File: config.mk
export PLATFORM = sky130hd
export DESIGN_NAME = int_ctrl_n
export DESIGN_NICKNAME = d
export VERILOG_FILES = /design/src/rtl/int_ctrl_n.sv
export SDC_FILE = /design/constraint.sdc
export NUM_CORES = 1
export LEC_CHECK = 0
export ABC_AREA = 0
export CORE_MARGIN = 3
export CORE_UTILIZATION = 43
export CTS_BUF_LIST = sky130_fd_sc_hd__clkbuf_8
export CTS_CLUSTER_DIAMETER = 30
export DETAILED_ROUTE_END_ITERATION = 10
export PLACE_DENSITY = 0.83
export SLEW_MARGIN = 20
export SYNTH_ARGS = -nofsm -noshare
export SYNTH_HDL_FRONTEND = slang
export SYNTH_SLANG_ARGS = --single-unit
export TNS_END_PERCENT = 50
File: constraint.sdc
create_clock -name clk -period 2.3 [get_ports clk]
set_clock_uncertainty 0.05 [all_clocks]
set_input_delay 0.69 -clock clk [delete_from_list [all_inputs] [get_ports clk]]
set_output_delay 0.69 -clock clk [all_outputs]
set_load 0.01 [all_outputs]
File: src/rtl/int_ctrl_n.sv
// Vectored, nestable interrupt controller for a 5-stage RISC core.
// Edge-captured requests, fixed priority (line 0 highest), EPC stack.
module int_ctrl_n #(
  parameter int unsigned N_IRQ      = 3,
  parameter int unsigned NEST_DEPTH = 3,
  parameter logic [31:0] VEC_BASE   = 32'h0000_0100,
  parameter logic [31:0] VEC_STRIDE = 32'h0000_0010
) (
  input  logic                              clk,
  input  logic                              CLR,
  input  logic                              EN,
  input  logic [N_IRQ-1:0]                  irq,
  input  logic                              ex_valid,
  input  logic [31:0]                       pc_ex,
  input  logic                              branch_taken,
  input  logic [31:0]                       pc_branch,
  input  logic                              jump_ex,
  input  logic                              eret,
  input  logic                              mask_we,
  input  logic [N_IRQ-1:0]                  mask_din,
  output logic                              int_take,
  output logic [31:0]                       int_vec,
  output logic [31:0]                       epc,
  output logic [N_IRQ-1:0]                  pending,
  output logic [N_IRQ-1:0]                  in_service,
  output logic [$clog2(NEST_DEPTH+1)-1:0]   depth
);

  localparam int unsigned DW = $clog2(NEST_DEPTH + 1);
  localparam int unsigned IW = $clog2(N_IRQ + 1);
  localparam logic [DW-1:0] DMAX = DW'(NEST_DEPTH);

  logic [N_IRQ-1:0] irq_q, irq_edge;
  logic [N_IRQ-1:0] pending_q, pending_d;
  logic [N_IRQ-1:0] insvc_q, insvc_d;
  logic [N_IRQ-1:0] mask_q, mask_d;
  logic [DW-1:0]    depth_q, depth_d;
  logic [31:0]      stack_q [NEST_DEPTH];
  logic [31:0]      stack_d [NEST_DEPTH];

  logic          cand_vld;
  logic [IW-1:0] cand_idx;
  logic [IW-1:0] cur_lvl;
  logic          push;
  logic          pop;
  logic [31:0]   ret_addr;

  assign irq_edge = irq & ~irq_q;

  // Lowest index wins: scan downward so the last hit is the lowest.
  always_comb begin
    cand_vld = 1'b0;
    cand_idx = '0;
    cur_lvl  = IW'(N_IRQ);
    for (int i = N_IRQ - 1; i >= 0; i--) begin
      if (pending_q[i] & mask_q[i]) begin
        cand_vld = 1'b1;
        cand_idx = IW'(i);
      end
      if (insvc_q[i]) begin
        cur_lvl = IW'(i);
      end
    end
  end

  assign push = !CLR & EN & ex_valid & !jump_ex & !eret
              & cand_vld & (cand_idx < cur_lvl)
              & (depth_q < DMAX);
  assign pop  = EN & eret & (depth_q != '0);

  assign int_take = push;
  assign int_vec  = VEC_BASE + 32'(cand_idx) * VEC_STRIDE;
  assign ret_addr = branch_taken ? pc_branch : pc_ex + 32'd4;

  always_comb begin
    pending_d = pending_q;
    insvc_d   = insvc_q;
    mask_d    = mask_q;
    depth_d   = depth_q;
    stack_d   = stack_q;
    for (int i = 0; i < N_IRQ; i++) begin
      if (push && cand_idx == IW'(i)) begin
        pending_d[i] = 1'b0;
        insvc_d[i]   = 1'b1;
      end
      if (pop && cur_lvl == IW'(i)) begin
        insvc_d[i] = 1'b0;
      end
    end
    // A fresh edge is never lost, even on the line being taken.
    pending_d = pending_d | irq_edge;
    for (int j = 0; j < NEST_DEPTH; j++) begin
      if (push && depth_q == DW'(j)) begin
        stack_d[j] = ret_addr;
      end
    end
    if (push) begin
      depth_d = depth_q + DW'(1);
    end else if (pop) begin
      depth_d = depth_q - DW'(1);
    end
    if (EN && mask_we) begin
      mask_d = mask_din;
    end
  end

  always_comb begin
    epc = '0;
    for (int j = 0; j < NEST_DEPTH; j++) begin
      if (depth_q == DW'(j + 1)) begin
        epc = stack_q[j];
      end
    end
  end

  always_ff @(posedge clk) begin
    if (CLR) begin
      irq_q     <= '0;
      pending_q <= '0;
      insvc_q   <= '0;
      mask_q    <= '1;
      depth_q   <= '0;
      for (int j = 0; j < NEST_DEPTH; j++) begin
        stack_q[j] <= '0;
      end
    end else begin
      irq_q     <= irq;
      pending_q <= pending_d;
      insvc_q   <= insvc_d;
      mask_q    <= mask_d;
      depth_q   <= depth_d;
      stack_q   <= stack_d;
    end
  end

  assign pending    = pending_q;
  assign in_service = insvc_q;
  assign depth      = depth_q;

endmodule
Word-level counts from Yosys, hierarchy flattened
Cells that the tools add are included.
{"block": "totals", "ff_bits": 110, "latchBits": 0, "ram_bits": 0, "romBits": 0, "input_bits": 78, "output_inout_bits": 73, "wordCells": 77, "n_memories": 0}
{"block": "op_classes", "addsub": 4, "n_mul": 0, "n_div": 0, "magnitude_cmp": 2, "eq_ne": 7, "shift": 0, "n_mux": 18, "bitwise": 15, "n_reduce_logical": 21}
{"op": "$mux W32", "count": 4}
{"op": "$add A32 B3 Y32 const B", "count": 1}
{"op": "$mux W2", "count": 7}
{"op": "$and A1 B1 Y1", "count": 12}
{"op": "$add A9 B6 Y10 const A", "count": 1}
{"op": "$logic_and A1 B1 Y1", "count": 10}
{"op": "$eq A2 B2 Y1 const B", "count": 4}
{"op": "$mux W1", "count": 7}
{"op": "$eq A2 B1 Y1 const B", "count": 3}
{"op": "$logic_not A2 Y1", "count": 3}
{"op": "$reduce_or A2 Y1", "count": 3}
{"op": "$reduce_bool A2 Y1", "count": 2}
{"op": "$and A3 B3 Y3", "count": 1}
{"op": "$logic_not A1 Y1", "count": 3}
{"op": "$not A3 Y3", "count": 1}
{"op": "$or A3 B3 Y3", "count": 1}
{"op": "$add A2 B1 Y2 const B", "count": 1}
{"op": "$lt A2 B2 Y1", "count": 1}
{"op": "$lt A2 B2 Y1 const B", "count": 1}
{"op": "$sub A2 B1 Y2 const B", "count": 1}

Depth between registers and ports, before layout
{"block": "logic_depth", "word_depth": 11, "mapped_depth": 8, "depth_no_buf": 7}

Worst setup path before layout
Ideal clock, no wire load.
{"block": "synth_path", "kind": "reg2out", "from": "register depth_q[0] (netlist: depth[0])", "to": "output epc[13]", "arrival_time_ns": 1.538, "required_ns": 1.560, "slack_ns": 0.022, "stages_incl_launch_ff": 8, "n_path_buf": 2, "cell_sequence": "dfxtp_1 -> inv_1 -> ha_1 -> clkbuf_1 -> buf_1 -> nor2_1 -> a21oi_1 -> o21ai_0"}
{"block": "synth_between", "elab_chain_len": 4, "elab_cells_between_ends": 6, "cone_classes": "eq/ne (3); mux (3)"}
{"element": "start: declaration", "line": "37", "source": "logic [DW-1:0] depth_q, depth_d;"}
{"element": "start signal: assignment", "line": "131", "source": "depth_q <= depth_d;"}
{"element": "$eq A2 B1 Y1", "line": "110", "source": "if (depth_q == DW'(j + 1)) begin"}
{"element": "$mux W32 (2 in a row)", "line": "110"}
{"element": "$mux W32 (*)", "line": "110"}
{"element": "end: declaration", "line": "23", "source": "output logic [31:0] epc,"}
Mark *: on every way between the ends. The rest lies on a longest branch, timed or not.

Final worst setup path
{"block": "layout_path", "from": "register depth_q[0] (netlist: depth[0])", "to": "output epc[16]"}
The elaborated chain is that of the path after synthesis.

==> results.cfg <==
[route]
drc = 0
drt_iter0_markers = 684
viasPerCell = 5.61
top_layer = met4
wl_met2_mm = 9.70
num_vias = 6849
drtPass1Iterations = 6
postRouteAntennaNets = 0
wl_met3_mm = 1.54
wl_per_cell_um = 16.5
wl_met1_mm = 8.41
routed_wl_mm = 20.1

[flow_run]
drv_cap = 0

[timing]
hold_viol_final = 0
post-route-period-util_pct = 113
period_needed_ns = 2.61
relSlewSlack_pct = 48.8
final_max_slew_viol_count = 0
tightest_slew_ns = 0.768
rsz0062_at_grt = true
final-setup-viol-count = 33
fin_ws_ns = -0.306
fmax_mhz = 384

[critical_path]
crit_fanout = 7
crit_required_ns = 1.56
crit_path_start_kind = register
critPathKind = reg -> out
cp.arrival_ns = 1.87
crit_path_end_kind = output pin

[grt]
grt_overflow_total = 0
grt_max_degree = 68
grt_pass1_vias = 6253
grt_pass1_wl_mm = 30.7
antenna_found_initial = 0
track_usage_pct = 25.2

[final_layout]
seq_area_um2 = 2210
nFillCells = 1062
area_delta_synth_final_pct = 50.7
n_antenna_cell = 0
layout-drive-gt1-share_pct = 29.0
design_area_um2 = 9050
multi_input_area_um2 = 3840
fin_nets = 1123

[synth]
syn_inst = 826
syn_area_um2 = 6010
synth_top_cell_by_area = dfxtp_1
synthFlopType = dfxtp_1
synthTopCellsByArea = dfxtp_1 37%, nand2_1 11%, a21oi_1 7.1%, o21ai_0 5.2%, nand3_1 4.7%
postSynth.asyncResetShare_pct = 0
syn_area_per_cell_um2 = 7.27
synth_common_cells = 169 x nand2_1, 110 x dfxtp_1, 85 x a21oi_1, 62 x o21ai_0, 61 x nor2_1
yosysSeqAreaShare_pct = 36.7
yosys_warnings = 0
yosysTopAreaCellShare_pct = 36.7
synthDistinctLibCells = 52
ys_ff_latch = 110
synth_edf_count = 0
yosysMostFrequentCell = nand2_1

[clock_tree]
root_buffer = clkbuf_8
hold_buffers = 0
clk-insertion-delay-late_ns = 0.40
clk_path_buf_depth = 2
cts_sinks = 110
htree_levels = 3
cts-buffers-inserted = 9
cts_tree = done
clkTransAtPathRegs_ns = 0.11

[placed_design]
hpwlAfterDp_mm = 12.8
dp_slack_ns = -0.754
gp_congestion = 0.866
io_buffers = 120
place_area_um2 = 8070

[power]
powerDensity_nw_per_um2 = 420
p_leak_nw = 3.57
peakVddDrop_mv = 0.255
swShare_pct = 29.4
p_sw_mw = 1.12
power.share.clock_pct = 31.3
internal_power_mw = 2.68
sequentialPowerShare_pct = 51.0
combPwrFrac_pct = 17.7

[outcome]
status = finished, violations left
violations = negative setup slack

[floorplanning]
rows = 42
start_util_pct = 44.7
die-area_um2 = 15400
die_h_um = 124
die_x_um = 124
core_area_um2 = 13500
ios = 151

[worst_hold_path]
hold_path_class = reg -> reg
[placed cells by master (no fill, tap or decap), types with 12 or more instances in the layout]
| cell type | Yosys | layout |
|---|---|---|
| a21oi_2 | 0 | 13 |
| nand3_1 | 56 | 55 |
| clkdlybuf4s50_1 | 0 | 65 |
| buf_2 | 8 | 30 |
| dlygate4sd2_1 | 0 | 13 |
| o21ai_1 | 3 | 23 |
| conb_1 | 2 | 30 |
| nand2_1 | 169 | 155 |
| buf_6 | 1 | 15 |
| nor2_2 | 0 | 13 |
| o21ai_0 | 62 | 30 |
| o31ai_1 | 25 | 25 |
| nor2_1 | 61 | 38 |
| buf_4 | 30 | 114 |
| buf_12 | 0 | 12 |
| dfxtp_1 | 110 | 108 |
| a21oi_1 | 85 | 72 |
[metrics by stage]
stage	cells	setup TNS, ns	power, mW	utilization (%)	hold WS (ns)
after floorplan	854	0	2.25	-	0.382
after global placement	1177	-46.77	2.57	60.0	0.389
after detailed placement	1177	-49.71	2.58	60.0	0.397
after CTS	1219	-7.90	3.75	64.7	0.411
after global routing	1221	-10.26	3.93	67.3	0.438
final	1221	-7.61	3.80	67.3	0.411
[power by group through the flow]
stage,clock network [mW],registers (mW),logic [mW]
after global routing,1.27,1.94,0.721
after floorplan,0,1.98,0.274
final,1.19,1.94,0.673
after detailed placement,0,1.98,0.603
after global placement,0,1.98,0.596
after CTS,1.17,1.94,0.640
[state kept, by name, summed over array words and instances, names as in the netlist]
name / count
pending: 3
stack_q: 96
in_service: 3
irq_q: 3
mask_q: 3
depth: 2
[logic make-up (layout without fill, tap and decap cells)]
family / after synthesis / count (layout) / share of synthesized area, %
xor gates and xnor gates: 8 / 8 / 1.17
other: 2 / 30 / 0.125
and+or+nand+nor: 357 / 357 / 28.1
DFF: 110 / 110 / 36.7
adders and majority gates: 5 / 5 / 1.04
buffers and inverters: 106 / 297 / 8.79
AOI/OAI and AO/OA: 233 / 233 / 23.3
muxes: 5 / 5 / 0.833
[final cells by class]
cell class	count	share of cell area (%)
inverter	14	0.636
tap	176	2.43
clock inverter	7	0.746
sequential	110	24.4
multi-input combinational	638	42.4
timing repair buffer	267	28.0
clock buffer	9	1.37
[layer usage]
layer  up-vias  GRT usage [%]
met1      3170           32.9
met2       354           42.4
met4         0           9.03
met5         -              0
met3        42           3.72
li1       3283              -
[path summary, 6_finish.rpt]
check	startpoint	to	slack [ns]	depth (start not counted)
max	depth[0]$_SDFFE_PP0P_	epc[16]	-0.31	9
min	stack_q[86]$_SDFFE_PP0P_	stack_q[86]$_SDFFE_PP0P_	0.41	2
max reg2reg	depth[0]$_SDFFE_PP0P_	stack_q[28]$_SDFFE_PP0P_	0.09	8
min reg2reg	stack_q[86]$_SDFFE_PP0P_	stack_q[86]$_SDFFE_PP0P_	0.41	2
[what timing repair did]
| item | in CTS | in global routing |
|---|---|---|
| endpoints found under the hold margin | 0 | 0 |
| pin swaps | 36 | 35 |
| cloned | 8 | 2 |
| endpoints found under the setup margin | 80 | 76 |
| resized for setup | 244 | 89 |
| buffers inserted | 20 | 3 |
[critical path, cell delays in order, from the launching register on]
cell and delay (ns):
dfxtp_4 0.40, inv_4 0.04, ha_4 0.21, buf_12 0.16, buf_16 0.14, buf_6 0.12
nor2_1 0.08, a21oi_1 0.05, o21ai_1 0.12, buf_2 0.15
No activity file was read; power rests on OpenSTA's default activity.
